`src/rtl/debounce_pkg.sv`:
```
// Shared state encoding and counter-width helpers for the button debouncer.
// Imported by the per-channel debouncer and by the multi-channel top level.
package debounce_pkg;

  typedef enum logic [1:0] {
    IDLE          = 2'b00,
    PRESS_CHECK   = 2'b01,
    PRESSED       = 2'b10,
    RELEASE_CHECK = 2'b11
  } debounceState_e;

  // Number of bits needed to hold any value 0..maxValue (never less than 1).
  function automatic int counterWidth(input int maxValue);
    return (maxValue < 1) ? 1 : $clog2(maxValue + 1);
  endfunction

  function automatic int maxOf(input int a, input int b);
    return (a > b) ? a : b;
  endfunction

endpackage

```
`src/rtl/debounce_channel.sv`:
```
// One debounced button: 2-flop synchroniser, stable-level FSM with press/release
// strobes, and an optional hold-to-repeat counter.
module debounce_channel
  import debounce_pkg::*;
#(
  parameter int DEBOUNCE_TIME = 10,
  parameter int HOLD_TIME     = 50,
  parameter int REPEAT_TIME   = 20,
  parameter int REPEAT_ENABLE = 1
) (
  input  logic clock,
  input  logic reset_n,
  input  logic i_button,
  output logic o_debounced,
  output logic o_pressedPulse,
  output logic o_releasedPulse,
  output logic o_repeatPulse
);

  localparam int               CNT_W   = counterWidth(DEBOUNCE_TIME);
  localparam logic [CNT_W-1:0] CNT_MAX = CNT_W'(DEBOUNCE_TIME);
  localparam logic [CNT_W-1:0] CNT_ONE = CNT_W'(1);

  logic             r_sync1;
  logic             r_sync2;
  debounceState_e   r_state;
  logic [CNT_W-1:0] r_cnt;
  logic             r_debounced;
  logic             r_pressedPulse;
  logic             r_releasedPulse;

  always_ff @(posedge clock or negedge reset_n) begin
    if (!reset_n) begin
      r_sync1 <= 1'b0;
      r_sync2 <= 1'b0;
    end else begin
      r_sync1 <= i_button;
      r_sync2 <= r_sync1;
    end
  end

  // A level change is accepted once the counter has seen DEBOUNCE_TIME+1
  // consecutive matching samples; the strobes register on that same edge.
  always_ff @(posedge clock or negedge reset_n) begin
    if (!reset_n) begin
      r_state         <= IDLE;
      r_cnt           <= '0;
      r_debounced     <= 1'b0;
      r_pressedPulse  <= 1'b0;
      r_releasedPulse <= 1'b0;
    end else begin
      r_pressedPulse  <= 1'b0;
      r_releasedPulse <= 1'b0;
      unique case (r_state)
        IDLE: begin
          r_debounced <= 1'b0;
          if (r_sync2) begin
            r_state <= PRESS_CHECK;
            r_cnt   <= CNT_ONE;
          end
        end
        PRESS_CHECK: begin
          if (!r_sync2) begin
            r_state <= IDLE;
            r_cnt   <= '0;
          end else if (r_cnt == CNT_MAX) begin
            r_state        <= PRESSED;
            r_cnt          <= '0;
            r_debounced    <= 1'b1;
            r_pressedPulse <= 1'b1;
          end else begin
            r_cnt <= r_cnt + CNT_ONE;
          end
        end
        PRESSED: begin
          r_debounced <= 1'b1;
          if (!r_sync2) begin
            r_state <= RELEASE_CHECK;
            r_cnt   <= CNT_ONE;
          end
        end
        RELEASE_CHECK: begin
          if (r_sync2) begin
            r_state <= PRESSED;
            r_cnt   <= '0;
          end else if (r_cnt == CNT_MAX) begin
            r_state         <= IDLE;
            r_cnt           <= '0;
            r_debounced     <= 1'b0;
            r_releasedPulse <= 1'b1;
          end else begin
            r_cnt <= r_cnt + CNT_ONE;
          end
        end
        default: begin
          r_state <= IDLE;
          r_cnt   <= '0;
        end
      endcase
    end
  end

  assign o_debounced     = r_debounced;
  assign o_pressedPulse  = r_pressedPulse;
  assign o_releasedPulse = r_releasedPulse;

  generate
    if (REPEAT_ENABLE != 0) begin : g_repeat
      localparam int                HOLD_W        = counterWidth(maxOf(HOLD_TIME, REPEAT_TIME));
      localparam logic [HOLD_W-1:0] HOLD_TARGET   = HOLD_W'(HOLD_TIME);
      localparam logic [HOLD_W-1:0] REPEAT_TARGET = HOLD_W'(REPEAT_TIME);
      localparam logic [HOLD_W-1:0] HOLD_ONE      = HOLD_W'(1);

      logic [HOLD_W-1:0] r_holdCnt;
      logic              r_repeating;
      logic              r_repeatPulse;
      logic [HOLD_W-1:0] w_holdNext;
      logic [HOLD_W-1:0] w_holdTarget;
      logic              w_enterPressed;

      assign w_enterPressed = (r_state == PRESS_CHECK) && r_sync2 && (r_cnt == CNT_MAX);
      assign w_holdTarget   = r_repeating ? REPEAT_TARGET : HOLD_TARGET;
      assign w_holdNext     = r_holdCnt + HOLD_ONE;

      // Only edges taken from PRESSED advance the count, so a bounce through
      // RELEASE_CHECK pauses the repeat timing instead of restarting it.
      always_ff @(posedge clock or negedge reset_n) begin
        if (!reset_n) begin
          r_holdCnt     <= '0;
          r_repeating   <= 1'b0;
          r_repeatPulse <= 1'b0;
        end else begin
          r_repeatPulse <= 1'b0;
          if (w_enterPressed || (r_state == IDLE)) begin
            r_holdCnt   <= '0;
            r_repeating <= 1'b0;
          end else if (r_state == PRESSED) begin
            if (w_holdNext == w_holdTarget) begin
              r_holdCnt     <= '0;
              r_repeating   <= 1'b1;
              r_repeatPulse <= 1'b1;
            end else begin
              r_holdCnt <= w_holdNext;
            end
          end
        end
      end

      assign o_repeatPulse = r_repeatPulse;
    end else begin : g_noRepeat
      assign o_repeatPulse = 1'b0;
    end
  endgenerate

endmodule

```
`src/rtl/multi_button_debouncer.sv`:
```
// Debounces NUM_BUTTONS independent raw buttons; each bit gets its own
// debounce_channel with no interaction between channels.
module multi_button_debouncer
  import debounce_pkg::*;
#(
  parameter int NUM_BUTTONS   = 4,
  parameter int DEBOUNCE_TIME = 10,
  parameter int HOLD_TIME     = 50,
  parameter int REPEAT_TIME   = 20,
  parameter int REPEAT_ENABLE = 1
) (
  input  logic                   clock,
  input  logic                   reset_n,
  input  logic [NUM_BUTTONS-1:0] buttons,
  output logic [NUM_BUTTONS-1:0] debounced,
  output logic [NUM_BUTTONS-1:0] pressed_pulse,
  output logic [NUM_BUTTONS-1:0] released_pulse,
  output logic [NUM_BUTTONS-1:0] repeat_pulse
);

  for (genvar i = 0; i < NUM_BUTTONS; i++) begin : g_channel
    debounce_channel #(
      .DEBOUNCE_TIME(DEBOUNCE_TIME),
      .HOLD_TIME    (HOLD_TIME),
      .REPEAT_TIME  (REPEAT_TIME),
      .REPEAT_ENABLE(REPEAT_ENABLE)
    ) u_channel (
      .clock          (clock),
      .reset_n        (reset_n),
      .i_button       (buttons[i]),
      .o_debounced    (debounced[i]),
      .o_pressedPulse (pressed_pulse[i]),
      .o_releasedPulse(released_pulse[i]),
      .o_repeatPulse  (repeat_pulse[i])
    );
  end

endmodule

```
`config.mk`:
```
export PLATFORM = sky130hd
export DESIGN_NAME = multi_button_debouncer
export DESIGN_NICKNAME = d
export VERILOG_FILES = /design/src/rtl/debounce_pkg.sv /design/src/rtl/debounce_channel.sv /design/src/rtl/multi_button_debouncer.sv
export SDC_FILE = /design/constraint.sdc
export NUM_CORES = 1
export LEC_CHECK = 0
export ABC_AREA = 1
export CAP_MARGIN = 20
export CORE_AREA = 4 4 84 102
export CTS_BUF_LIST = sky130_fd_sc_hd__clkbuf_16
export DETAILED_ROUTE_END_ITERATION = 16
export DIE_AREA = 0 0 88 106
export PLACE_DENSITY = 0.75
export SYNTH_ARGS = -nofsm -noshare
export SYNTH_HDL_FRONTEND = slang
export SYNTH_SLANG_ARGS = --single-unit
```
`constraint.sdc`:
```
create_clock -name clock -period 2.2 [get_ports clock]
set_input_delay 0.55 -clock clock [delete_from_list [all_inputs] [get_ports clock]]
set_output_delay 0.55 -clock clock [all_outputs]
set_load 0.01 [all_outputs]
```
Word-level counts from Yosys, hierarchy flattened

Index checks and enable logic that the tools add are counted.

Flip-flop bits (word level): 76
Bits of input ports: 6
Output and inout port bits: 16
Word-level logic and storage cells: 272

Add/sub/neg operators: 8
Eq/ne operators: 52
Multiplexer cells: 132
Reduce and logical (&&, ||, !) cells: 40

Operator list:

| kind                                                   | number |
|---|---|
| 2-to-1 mux 6 bit                                       | 16 |
| 2-to-1 mux 4 bit                                       | 20 |
| case mux 4 bit (4 select lines)                        | 4 |
| 2-to-1 mux 1 bit                                       | 60 |
| 2-to-1 mux 2 bit                                       | 24 |
| inequality test 2 x 1 -> 1 bit (second input constant) | 16 |
| case mux 2 bit (4 select lines)                        | 4 |
| AND reduction 4 bit                                    | 8 |
| adder 6 x 1 -> 6 bit (second input constant)           | 4 |
| == test 6 bit                                          | 4 |
| adder 4 x 1 -> 4 bit (second input constant)           | 4 |
| == test 2 bit (second input constant)                  | 8 |
| == test 4 bit (second input constant)                  | 4 |
| inequality test 2 bit (second input constant)          | 8 |
| case mux 1 bit (4 select lines)                        | 4 |
| AND reduction 2 bit                                    | 8 |
| nonzero test 2 bit                                     | 8 |
| inequality test 3 x 1 -> 1 bit (second input constant) | 4 |
| inequality test 3 bit (second input constant)          | 4 |
| == test 2 x 1 -> 1 bit (second input constant)         | 4 |
| logical AND 1 bit                                      | 8 |
| zero test 2 bit                                        | 4 |
| logical OR 1 bit                                       | 4 |

Depth between registers and ports, before layout

Gate-level depths: netlist of the first run.

Word-level depth: 6
Mapped depth: 11
Depth with buffers taken out: 11

Hierarchy

Synthesis of the first run repeated with hierarchy kept, for this count alone.

Cell total of the unflattened synthesis: 523
Area total of the unflattened synthesis: 4,340.4 sq um

By module, submodules not included:

| module                                        | instances | cells each | area an instance (sq um) | sequential area each (sq um) |
|---|---|---|---|---|
| debounce_channel (g_channel[1].u_channel ...) | 2         | 131        | 1,082.3                  | 475.5 |
| debounce_channel (g_channel[0].u_channel)     | 1         | 130        | 1,096.1                  | 475.5 |
| debounce_channel (g_channel[3].u_channel)     | 1         | 131        | 1,079.8                  | 475.5 |

Worst setup path after synthesis of the first run

OpenSTA, ideal clock, no wires.

Kind: reg2reg
Start: register g_channel[1].u_channel.r_state[0]
End: register g_channel[1].u_channel.r_cnt[2]
Arrival time: 1.340 ns
Required time: 2.076 ns
Path slack: 0.736 ns
Stages on the path, launching flop included: 9
Buffers on the path: 0
Cell sequence: dfrtp_1 inv_1 ha_1 inv_1 o21ai_0 inv_1 nand2_1 xor2_1 a21oi_1

Word-level cells in the longest chain between the ends: 3

RTL lines:

| what                                                                                     | line                   | RTL |
|---|---|---|
| start, declared                                                                          | debounce_channel.sv:26 | `debounceState_e r_state;` |
| start signal, assigned                                                                   | debounce_channel.sv:46 | `r_state <= IDLE;` |
| start signal, assigned                                                                   | debounce_channel.sv:58 | `r_state <= PRESS_CHECK;` |
| start signal, assigned                                                                   | debounce_channel.sv:64 | `r_state <= IDLE;` |
| == test 2 bit or zero test 2 bit (tied branches)                                         | debounce_channel.sv:54 | `unique case (r_state)` |
| inequality test 2 bit (no source line) or inequality test 2 x 1 -> 1 bit (tied branches) | --                     |  |
| AND reduction 2 bit (no source line)                                                     | --                     |  |
| end signal, assigned                                                                     | debounce_channel.sv:72 | `r_cnt <= r_cnt + CNT_ONE;` |
| end signal, assigned                                                                     | debounce_channel.sv:92 | `r_cnt <= r_cnt + CNT_ONE;` |
| end, declared                                                                            | debounce_channel.sv:27 | `logic [CNT_W-1:0] r_cnt;` |

Parallel ways exist; a longest one is shown, timed or not.
A chain may end at the register's enable or synchronous reset.

Worst setup path in the final report of the first run

Start: register g_channel[3].u_channel.r_debounced
End: output port debounced[3]

RTL lines:

| what                   | line                         | RTL |
|---|---|---|
| start, declared        | debounce_channel.sv:28       | `logic r_debounced;` |
| start signal, assigned | debounce_channel.sv:48       | `r_debounced <= 1'b0;` |
| start signal, assigned | debounce_channel.sv:56       | `r_debounced <= 1'b0;` |
| start signal, assigned | debounce_channel.sv:69       | `r_debounced <= 1'b1;` |
| end, declared          | multi_button_debouncer.sv:15 | `output logic [NUM_BUTTONS-1:0] debounced,` |

No word-level cell between the ends.

==> results.txt, run 1 <==
net count reported at finish - 579
Yosys reg bits - 76
unrepaired setup endpoints after global routing - false
number of global-route vias before repair - 3252
Final Skew - 0.00724 ns
Max Clk Rate - 0.557 GHz
final count of hold timing violations - 0
Die Span Y - 106 um
count of hold buffers inserted by post-cts repair - 0
count of synthesis-stage warnings from yosys - 0
min-delay worst type - input port to async pin
top library cells by usage in the layout, fill and taps aside - nand2_1 (147), inv_1 (85), dfrtp_1 (76), nand3_1 (47), nor2_1 (34)
Max Cap Viol - 0
Critical R2R Launch - g_channel[1].u_channel.g_repeat.r_holdCnt[0]$_DFFE_PN0P_
number of nets with antenna violations after routing - 0
DRT Pass-1 Iters - 4
clock share of power - 28.5%
Post-CTS Setup Repair Bufs - 0
Top Family by Delay on Critical Path - buffers and inverters
TritonCTS clock tree - built
first-pass GRT wire length - 13600 um
Lkg Pwr - 0.00247 uW
IO Pins - 22
post-layout instance count excluding filler cells - 642
number of cell instances on the worst register-to-register path - 7
antenna violations before repair - 0
overflow left after global routing - 0
ratio of cells with drive above 1 in the final layout - 6.00%
H-tree level count - 3
met3 demand-to-capacity share in global routing - 2.95%
Mean Syn Cell Area - 7.98 um^2
Synth Cell Area - 4230 um^2
final worst-path cycle share - 81.7%
grt met2 use - 30.1%
VDD IR-drop max - 0.000658 V
detailed-placement wirelength estimate - 5480 um
fraction of power consumed by combinational cells - 34.8%
Clk pin slew, worst setup/hold paths - 0.06 ns
# placed instances - 626
pin count of the biggest net entering global routing - 51
critical path startpoint category - flop
Flop pwr share - 36.7%
post-cts sizing count - 0
min Tclk post-route - 1.80 ns
area overhead of the layout relative to synthesis - 12.3%
proportion of synthesized chip area in sequential cells - 45.0%
crit-path max FO - 2
overall global routing resource usage - 18.0%
most utilized layer in the global route result - met2
worst slew margin relative to its limit - 71.1%
weighted congestion reported at the end of routability-driven placement - 0.904
number of I/O port buffers - 21
synthesized netlist net count - 564
DIE WIDTH - 88 um
Clock Path Buffers - 2
worst-case setup margin in the final layout - 0.403 ns
count of standard-cell rows - 35
DRC marker count from the first detailed-route iteration - 224
result of the run - completed
Core Region - 7580 um^2
total negative slack - 0 ns
clk_lat worst skew - 0.33 ns
kind of end point of the critical path - output port
PwrDens - 1120 nW/um^2
buffer type at the clock tree root - clkbuf_16
post-DR vias/cell - 5.11
sequence of cells on the critical path - clkdlybuf4s50_1
area of the die - 9330 um^2
final count of negative-setup-slack endpoints - 0
count of pins over their slew limit - 0
gate count after technology mapping - 530
Register-to-Register Setup Slack - 0.50 ns
residual DRC count - 0
cell with the biggest individual delay on the critical path - clkdlybuf4s50_1
number of antenna repair diodes - 0
Net Sw Frac - 37.0%
number of sinks on the clock net - 76
routing usage on met1 - 22.0%
CP Class - flop to output port
Inserted Clock Buffers - 9
placement-stage worst setup slack - 0.501 ns
data arrival time of the critical path - 1.25 ns
Worst Tran Pin Value - 0.429 ns
biggest cell delay along the critical path - 0.55 ns
required time of the worst setup path - 1.65 ns
worst path buffer plus inverter count - 1
vias after detailed routing - 3282
r2r endpoint - g_channel[1].u_channel.g_repeat.r_holdCnt[2]$_DFFE_PN0P_
total internal power - 3350 uW
P_sw - 1970 uW
most common cell after layout, fill and taps aside - nand2_1
Yosys cell types - 31
Routed WL - 7400 um
Routed wire per std cell - 11.5 um
initial core utilization - 55.8%
logic make-up after synthesis:
family                     share of synthesized area [%]
and+or+nand+nor                                     25.3
buffers and inverters                               10.7
xor gates and xnor gates                            2.07
AOI/OAI and AO/OA                                   8.35
muxes                                              0.266
adders and majority gates                           8.29
DFF                                                 45.0
power groups by stage:
stage | clock network (uW) | registers (uW) | logic (uW)
floorplan | 0 | 1890 | 1470
global placement | 0 | 1950 | 1780
detailed placement | 0 | 1970 | 1850
CTS | 1550 | 1950 | 1860
global route | 1610 | 2000 | 2160
finish | 1510 | 1950 | 1850
state kept, by name, indices dropped and copies added (netlist names), named ones only:
signal,cells
g_channel.u_channel.r_state,4
g_channel.u_channel.r_sync1,4
g_channel.u_channel.r_sync2,4
g_channel.u_channel.g_repeat.r_holdCnt,24
g_channel.u_channel.o_pressedPulse,4
g_channel.u_channel.g_repeat.r_repeating,4
g_channel.u_channel.o_releasedPulse,4
g_channel.u_channel.r_cnt,16
g_channel.u_channel.o_repeatPulse,4
g_channel.u_channel.o_debounced,4
area by class of cell:
type	instances	area, um^2
clock buffer	9	225
clock inverter	7	82.6
fill	630	2830
inverter	86	323
multi-input combinational	350	1870
sequential	76	1900
tap	92	115
timing repair buffer	22	228
synth_stat cells (all sizes together):
cell / n / share of area (%)
o31ai: 1 / 0.18
ha: 28 / 8.3
inv: 86 / 7.6
dfrtp: 76 / 45
a22oi: 3 / 0.53
nor2: 37 / 3.6
and3b: 1 / 0.21
nor3: 6 / 0.71
nand4: 3 / 0.44
buf: 18 / 3.1
o211ai: 1 / 0.18
xor2: 8 / 1.7
a31oi: 3 / 0.44
nand2: 148 / 13
or2: 3 / 0.44
xnor2: 2 / 0.41
a21oi: 6 / 0.80
nand3: 52 / 6.7
mux2: 1 / 0.27
o21ai: 40 / 5.0
a32oi: 3 / 0.62
o22ai: 4 / 0.59
how the worst max path moves through the flow:
stage | endpoint | from | slack, ns | cells past startpoint
6_report | debounced[3] | g_channel[3].u_channel.o_debounced$_DFFE_PN0P_ | 0.40 | 1
5_1_grt | flop | g_channel[1].u_channel.r_state[0]$_DFFE_PN0P_ | 0.26 | 9
4_1_cts | debounced[3] | g_channel[3].u_channel.o_debounced$_DFFE_PN0P_ | 0.38 | 1
3_5_place_dp | g_channel[1].u_channel.r_cnt[2]$_DFFE_PN0P_ | g_channel[1].u_channel.r_state[0]$_DFFE_PN0P_ | 0.50 | 8
3_3_place_gp | g_channel[1].u_channel.g_repeat.r_holdCnt[1]$_DFFE_PN0P_ | g_channel[1].u_channel.g_repeat.r_holdCnt[0]$_DFFE_PN0P_ | 0.59 | 7
2_1_floorplan | g_channel[1].u_channel.r_cnt[2]$_DFFE_PN0P_ | g_channel[1].u_channel.r_state[0]$_DFFE_PN0P_ | 0.74 | 8
per-layer routing:
metal	up-vias	wire length (um)	part of all wire, %
met1	1506	3310	45
li1	1701	-	-
met2	57	3640	49
met4	0	221	3.0
met5	-	0	0
met3	18	232	3.1
per-stage QoR:
step	area, um^2	power, uW	hold slack, ns	utilization [%]
after floorplan	4230	3360	0.254	-
after global placement	4440	3730	0.332	58.6
after detailed placement	4440	3820	0.336	58.6
after CTS	4750	5360	0.136	62.7
after global routing	4750	5770	0.151	62.7
final	4750	5310	0.124	62.7
No activity file was read; power rests on OpenSTA's default activity.
==> inputs of run 2 (changes only) <==
- clock period: 2.2 -> 1.8 ns (I/O delays scaled with it)
==> run 2 against run 1 <==
  * Final cell count grew 0.62%
  * First-iteration DRC count shrank 23%
  * Sequential power rose by 21%
  * Count of clock-buffer cells in the layout did not move
  * Setup slack lost 0.28 ns
  * Die area unchanged
  * Via count is 0.98% higher
==> results.txt, run 2 (same netlist as run 1, synthesis figures left out) <==
result of the run - completed (unchanged)
crit-path max FO - 2 (unchanged)
detailed-placement wirelength estimate - 5490 um (was 5480 um)
Final Skew - 0.00663 ns (was 0.00724 ns)
design area - 4780 um^2 (was 4750 um^2)
unrepaired setup endpoints after global routing - false (unchanged)
sequence of cells on the critical path - clkdlybuf4s50_1 (unchanged)
critical path startpoint category - flop (unchanged)
Post-CTS Setup Repair Bufs - 0 (unchanged)
area overhead of the layout relative to synthesis - 13.0% (was 12.3%)
most common cell after layout, fill and taps aside - nand2_1 (unchanged)
final count of negative-setup-slack endpoints - 0 (unchanged)
worst-case setup margin in the final layout - 0.127 ns (was 0.403 ns)
count of hold buffers inserted by post-cts repair - 0 (unchanged)
number of nets with antenna violations after routing - 0 (unchanged)
leading registers by flop count - g_channel.u_channel.g_repeat.r_holdCnt x24, g_channel.u_channel.r_cnt x16 (unchanged)
top library cells by usage in the layout, fill and taps aside - nand2_1 (147), inv_1 (84), dfrtp_1 (76), nand3_1 (47), nor2_1 (34) (was nand2_1 (147), inv_1 (85), dfrtp_1 (76), nand3_1 (47), nor2_1 (34))
area of the die - 9330 um^2 (unchanged)
area occupied by multi-input gates - 1870 um^2 (unchanged)
number of global-route vias before repair - 3208 (was 3252)
number of I/O port buffers - 21 (unchanged)
residual DRC count - 0 (unchanged)
required time of the worst setup path - 1.35 ns (was 1.65 ns)
net count reported at finish - 583 (was 579)
DIE WIDTH - 88 um (unchanged)
number of antenna repair diodes - 0 (unchanged)
Clock Path Buffers - 2 (unchanged)
IO Pins - 22 (unchanged)
Core Region - 7580 um^2 (unchanged)
post-DR vias/cell - 5.13 (was 5.11)
worst slew margin relative to its limit - 74.1% (was 71.1%)
count of pins over their slew limit - 0 (unchanged)
total negative slack - 0 ns (unchanged)
kind of end point of the critical path - output port (unchanged)
Worst Tran Pin Value - 0.388 ns (was 0.429 ns)
vias after detailed routing - 3314 (was 3282)
min-delay worst type - input port to async pin (unchanged)
worst path buffer plus inverter count - 1 (unchanged)
pin count of the biggest net entering global routing - 77 (was 51)
data arrival time of the critical path - 1.22 ns (was 1.25 ns)
ratio of cells with drive above 1 in the final layout - 6.86% (was 6.00%)
initial core utilization - 55.8% (unchanged)
number of sinks on the clock net - 76 (unchanged)
H-tree level count - 3 (unchanged)
count of standard-cell rows - 35 (unchanged)
max reg flops - 24 (unchanged)
Sequential cell area - 1900 um^2 (unchanged)
first-pass GRT wire length - 13200 um (was 13600 um)
min Tclk post-route - 1.67 ns
cell area reported after detailed placement - 4470 um^2 (was 4440 um^2)
DRC marker count from the first detailed-route iteration - 172 (was 224)
TritonCTS clock tree - built (unchanged)
CP Class - flop to output port (unchanged)
placement-stage worst setup slack - 0.204 ns (was 0.501 ns)
Top Family by Delay on Critical Path - buffers and inverters (unchanged)
DRT Pass-1 Iters - 4 (unchanged)
biggest cell delay along the critical path - 0.54 ns (was 0.55 ns)
PwrDens - 1360 nW/um^2 (was 1120 nW/um^2)
overall global routing resource usage - 17.7% (was 18.0%)
antenna violations before repair - 0 (unchanged)
clk_lat worst skew - 0.33 ns (about the same)
post-cts sizing count - 0 (unchanged)
buffer type at the clock tree root - clkbuf_16 (unchanged)
weighted congestion reported at the end of routability-driven placement - 0.885 (was 0.904)
overflow left after global routing - 0 (unchanged)
Routed wire per std cell - 11.4 um (was 11.5 um)
Routed WL - 7380 um (was 7400 um)
Max Cap Viol - 0 (unchanged)
register with the highest flop count - g_channel.u_channel.g_repeat.r_holdCnt (unchanged)
Max Clk Rate - 0.598 GHz
final worst-path cycle share - 92.9%
VDD IR-drop max - 0.000722 V (was 0.000658 V)
final count of hold timing violations - 0 (unchanged)
Die Span Y - 106 um (unchanged)
Lkg Pwr - 0.00249 uW (was 0.00247 uW)
Inserted Clock Buffers - 9 (unchanged)
cell with the biggest individual delay on the critical path - clkdlybuf4s50_1 (unchanged)
final-layout worst hold slack - 0.116 ns (was 0.124 ns)
Clk pin slew, worst setup/hold paths - 0.06 ns (about the same)
Overall Power - 6510 uW (was 5310 uW)
number of fill cells in the layout - 646 (was 630)
[run 2: cell type report]
type	count	area share, %
Timing Repair Buffer	26	5.40
Clock buffer	9	4.71
Inverter	86	6.76
Multi-Input combinational cell	350	39.2
Clock inverter	7	1.70
Sequential cell	76	39.8
Tap cell	92	2.41
[run 2: path summary, 6_finish.rpt]
check                      cells after the start  slack [ns]                                           start                                                        to
max                                            1        0.13  g_channel[3].u_channel.o_debounced$_DFFE_PN0P_                                              debounced[3]
min                                            2        0.12                                         reset_n               g_channel[1].u_channel.r_cnt[2]$_DFFE_PN0P_
max reg2reg                                   11        0.21     g_channel[3].u_channel.r_cnt[0]$_DFFE_PN0P_  g_channel[3].u_channel.g_repeat.r_holdCnt[3]$_DFFE_PN0P_
min reg2reg                                    0        0.35        g_channel[2].u_channel.r_sync1$_DFF_PN0_                  g_channel[2].u_channel.r_sync2$_DFF_PN0_
max in group asynchronous                      2        1.36                                         reset_n  g_channel[3].u_channel.g_repeat.r_holdCnt[0]$_DFFE_PN0P_
min in group clock                             0        0.35        g_channel[2].u_channel.r_sync1$_DFF_PN0_                  g_channel[2].u_channel.r_sync2$_DFF_PN0_
[run 2: layer usage]
| metal | up-vias | part of all wire, % | track usage (%) |
|---|---|---|---|
| met5 | - | 0 | 0 |
| met4 | 0 | 2.6 | 10.1 |
| met3 | 15 | 2.7 | 3.26 |
| met2 | 46 | 51 | 30.2 |
| met1 | 1550 | 44 | 20.5 |
| li1 | 1703 | - | - |
[run 2: power breakdown]
part	switching, uW	internal, uW	leakage [uW]	total, uW
sequential	302	2060	0.000998	2360
clock	651	1190	0.000152	1840
combinational	1440	864	0.00134	2310
[run 2: worst register-to-register path: cells and delay by family (launching register included)]
family / cells / cell delay, ns
AO/OA/AOI/OAI: 1 / 0.08
adder cells (fa/ha/maj): 1 / 0.15
AND/OR/NAND/NOR: 6 / 0.58
buffers and inverters: 3 / 0.26
flip-flops: 1 / 0.39
[run 2: per-stage QoR]
stage | util [%] | cells
CTS | 63.1 | 646
global route | 63.1 | 646
detailed placement | 59.0 | 630
global placement | 59.0 | 630
finish | 63.1 | 646
floorplan | - | 530
==> inputs of run 3 (changes only) <==
- REMOVE_ABC_BUFFERS: default -> 1
==> run 3 against run 2 <==
  * Sequential share of layout area fell by 0.30 points
  * Critical path type unchanged
  * Combinational power hardly changed
  * Sequential power is essentially flat
  * Die area unchanged
==> results.txt, run 3 (same netlist as run 1, synthesis figures left out) <==
number of I/O port buffers - 21 (unchanged)
kind of end point of the critical path - output port (unchanged)
min-delay worst type - flop to flop (was input port to async pin)
total negative slack - 0 ns (unchanged)
pin count of the biggest net entering global routing - 40 (was 77)
result of the run - completed (unchanged)
Top Family by Delay on Critical Path - buffers and inverters (unchanged)
IO Pins - 22 (unchanged)
data arrival time of the critical path - 1.26 ns (was 1.22 ns)
weighted congestion reported at the end of routability-driven placement - 0.922 (was 0.885)
P_sw - 2500 uW (was 2400 uW)
post-DR vias/cell - 5.17 (was 5.13)
Worst Tran Pin Value - 0.308 ns (was 0.388 ns)
sequence of cells on the critical path - clkdlybuf4s50_1 (unchanged)
Max Clk Rate - 0.585 GHz (was 0.598 GHz)
biggest cell delay along the critical path - 0.55 ns (was 0.54 ns)
required time of the worst setup path - 1.35 ns (about the same)
residual DRC count - 0 (unchanged)
# placed instances - 630 (unchanged)
unrepaired setup endpoints after global routing - true (was false)
DIE WIDTH - 88 um (unchanged)
vias after detailed routing - 3344 (was 3314)
Flop pwr share - 35.6% (was 36.2%)
worst slew margin relative to its limit - 79.4% (was 74.1%)
final count of negative-setup-slack endpoints - 0 (unchanged)
fraction of power consumed by combinational cells - 34.8% (was 35.4%)
number of sinks on the clock net - 76 (unchanged)
Sequential cell area - 1900 um^2 (unchanged)
Routed WL - 7580 um (was 7380 um)
first-pass GRT wire length - 13400 um (was 13200 um)
DRC marker count from the first detailed-route iteration - 152 (was 172)
design area - 4810 um^2 (was 4780 um^2)
CP Class - flop to output port (unchanged)
number of global-route vias before repair - 3288 (was 3208)
area of the die - 9330 um^2 (unchanged)
area overhead of the layout relative to synthesis - 13.9% (was 13.0%)
count of standard-cell rows - 35 (unchanged)
crit-path max FO - 2 (unchanged)
total internal power - 4150 uW (was 4120 uW)
overall global routing resource usage - 17.8% (was 17.7%)
top library cells by usage in the layout, fill and taps aside - nand2_1 (147), inv_1 (83), dfrtp_1 (76), nand3_1 (47), nor2_1 (33) (was nand2_1 (147), inv_1 (84), dfrtp_1 (76), nand3_1 (47), nor2_1 (34))
PwrDens - 1380 nW/um^2 (was 1360 nW/um^2)
Core Region - 7580 um^2 (unchanged)
Clock Path Buffers - 2 (unchanged)
final-layout worst hold slack - 0.348 ns (was 0.116 ns)
max reg flops - 24 (unchanged)
number of nets with antenna violations after routing - 0 (unchanged)
area occupied by multi-input gates - 1880 um^2 (was 1870 um^2)
TritonCTS clock tree - built (unchanged)
antenna violations before repair - 0 (unchanged)
cell area reported after detailed placement - 4470 um^2 (unchanged)
cell with the biggest individual delay on the critical path - clkdlybuf4s50_1 (unchanged)
most common cell after layout, fill and taps aside - nand2_1 (unchanged)
ratio of cells with drive above 1 in the final layout - 7.75% (was 6.86%)
VDD IR-drop max - 0.000757 V (was 0.000722 V)
H-tree level count - 3 (unchanged)
number of fill cells in the layout - 617 (was 646)
detailed-placement wirelength estimate - 5540 um (was 5490 um)
count of pins over their slew limit - 0 (unchanged)
min Tclk post-route - 1.71 ns (was 1.67 ns)
worst path buffer plus inverter count - 1 (unchanged)
number of antenna repair diodes - 0 (unchanged)
Die Span Y - 106 um (unchanged)
final count of hold timing violations - 0 (unchanged)
Max Cap Viol - 0 (unchanged)
Routed wire per std cell - 11.7 um (was 11.4 um)
Net Sw Frac - 37.5% (was 36.8%)
initial core utilization - 55.8% (unchanged)
buffer type at the clock tree root - clkbuf_16 (unchanged)
overflow left after global routing - 0 (unchanged)
post-layout instance count excluding filler cells - 647 (was 646)
register with the highest flop count - g_channel.u_channel.g_repeat.r_holdCnt (unchanged)
clk_lat worst skew - 0.34 ns (was 0.33 ns)
clock share of power - 29.6% (was 28.3%)
Final Skew - 0.00997 ns (was 0.00663 ns)
net count reported at finish - 584 (was 583)
DRT Pass-1 Iters - 4 (unchanged)
final worst-path cycle share - 94.9% (was 92.9%)
leading registers by flop count - g_channel.u_channel.g_repeat.r_holdCnt x24, g_channel.u_channel.r_cnt x16 (unchanged)
Inserted Clock Buffers - 9 (unchanged)
Clk pin slew, worst setup/hold paths - 0.06 ns (about the same)
critical path startpoint category - flop (unchanged)
Lkg Pwr - 0.00250 uW (was 0.00249 uW)
## run 3: power by group through the flow
stage | Clock [uW] | Combinational (uW) | Sequential [uW]
floorplan | 0 | 1690 | 2350
global placement | 0 | 2210 | 2370
detailed placement | 0 | 2300 | 2390
CTS | 2010 | 2330 | 2360
global route | 2080 | 2700 | 2430
finish | 1970 | 2310 | 2370
## run 3: final cells by class
class / instances / share of cell area, %
clock inverters: 7 / 2.18
repair buffers: 27 / 5.56
multi-input cells: 350 / 39.0
inverters: 86 / 6.71
flip-flops and latches: 76 / 39.5
clock buffers: 9 / 4.68
well taps: 92 / 2.39
## run 3: stage by stage
stage | power (uW) | setup WS [ns] | util (%)
final | 6650 | 0.0912 | 63.5
after global routing | 7200 | -0.0128 | 63.5
after CTS | 6710 | 0.0407 | 63.5
after detailed placement | 4690 | 0.101 | 59.0
after global placement | 4580 | 0.248 | 59.0
after floorplan | 4040 | 0.336 | -
## run 3: path summary, 6_finish.rpt
check,start,cells after the start,slack (ns),to
max,g_channel[0].u_channel.o_debounced$_DFFE_PN0P_,1,0.09,debounced[0]
min,g_channel[3].u_channel.r_sync1$_DFF_PN0_,0,0.35,g_channel[3].u_channel.r_sync2$_DFF_PN0_
max reg2reg,g_channel[3].u_channel.r_state[0]$_DFFE_PN0P_,9,0.14,g_channel[3].u_channel.r_cnt[1]$_DFFE_PN0P_
min reg2reg,g_channel[3].u_channel.r_sync1$_DFF_PN0_,0,0.35,g_channel[3].u_channel.r_sync2$_DFF_PN0_
max in group asynchronous,reset_n,3,0.73,g_channel[1].u_channel.r_cnt[0]$_DFFE_PN0P_
min in group asynchronous,reset_n,2,0.54,g_channel[0].u_channel.g_repeat.r_holdCnt[2]$_DFFE_PN0P_
## run 3: per-layer routing
layer | part of all wire, % | up-vias | global-route usage [%]
met5 | 0 | - | 0
met4 | 1.9 | 0 | 7.68
met3 | 3.4 | 14 | 4.50
met2 | 50 | 54 | 30.4
met1 | 45 | 1568 | 20.7
li1 | - | 1708 | -
## run 3: timing repair
item / in CTS / in global routing
gates resized for setup: 0 / 3
endpoints found under the setup margin: 0 / 6
buffers inserted: 0 / 0
endpoints found under the hold margin: 3 / 0
hold buffers: 1 / 0
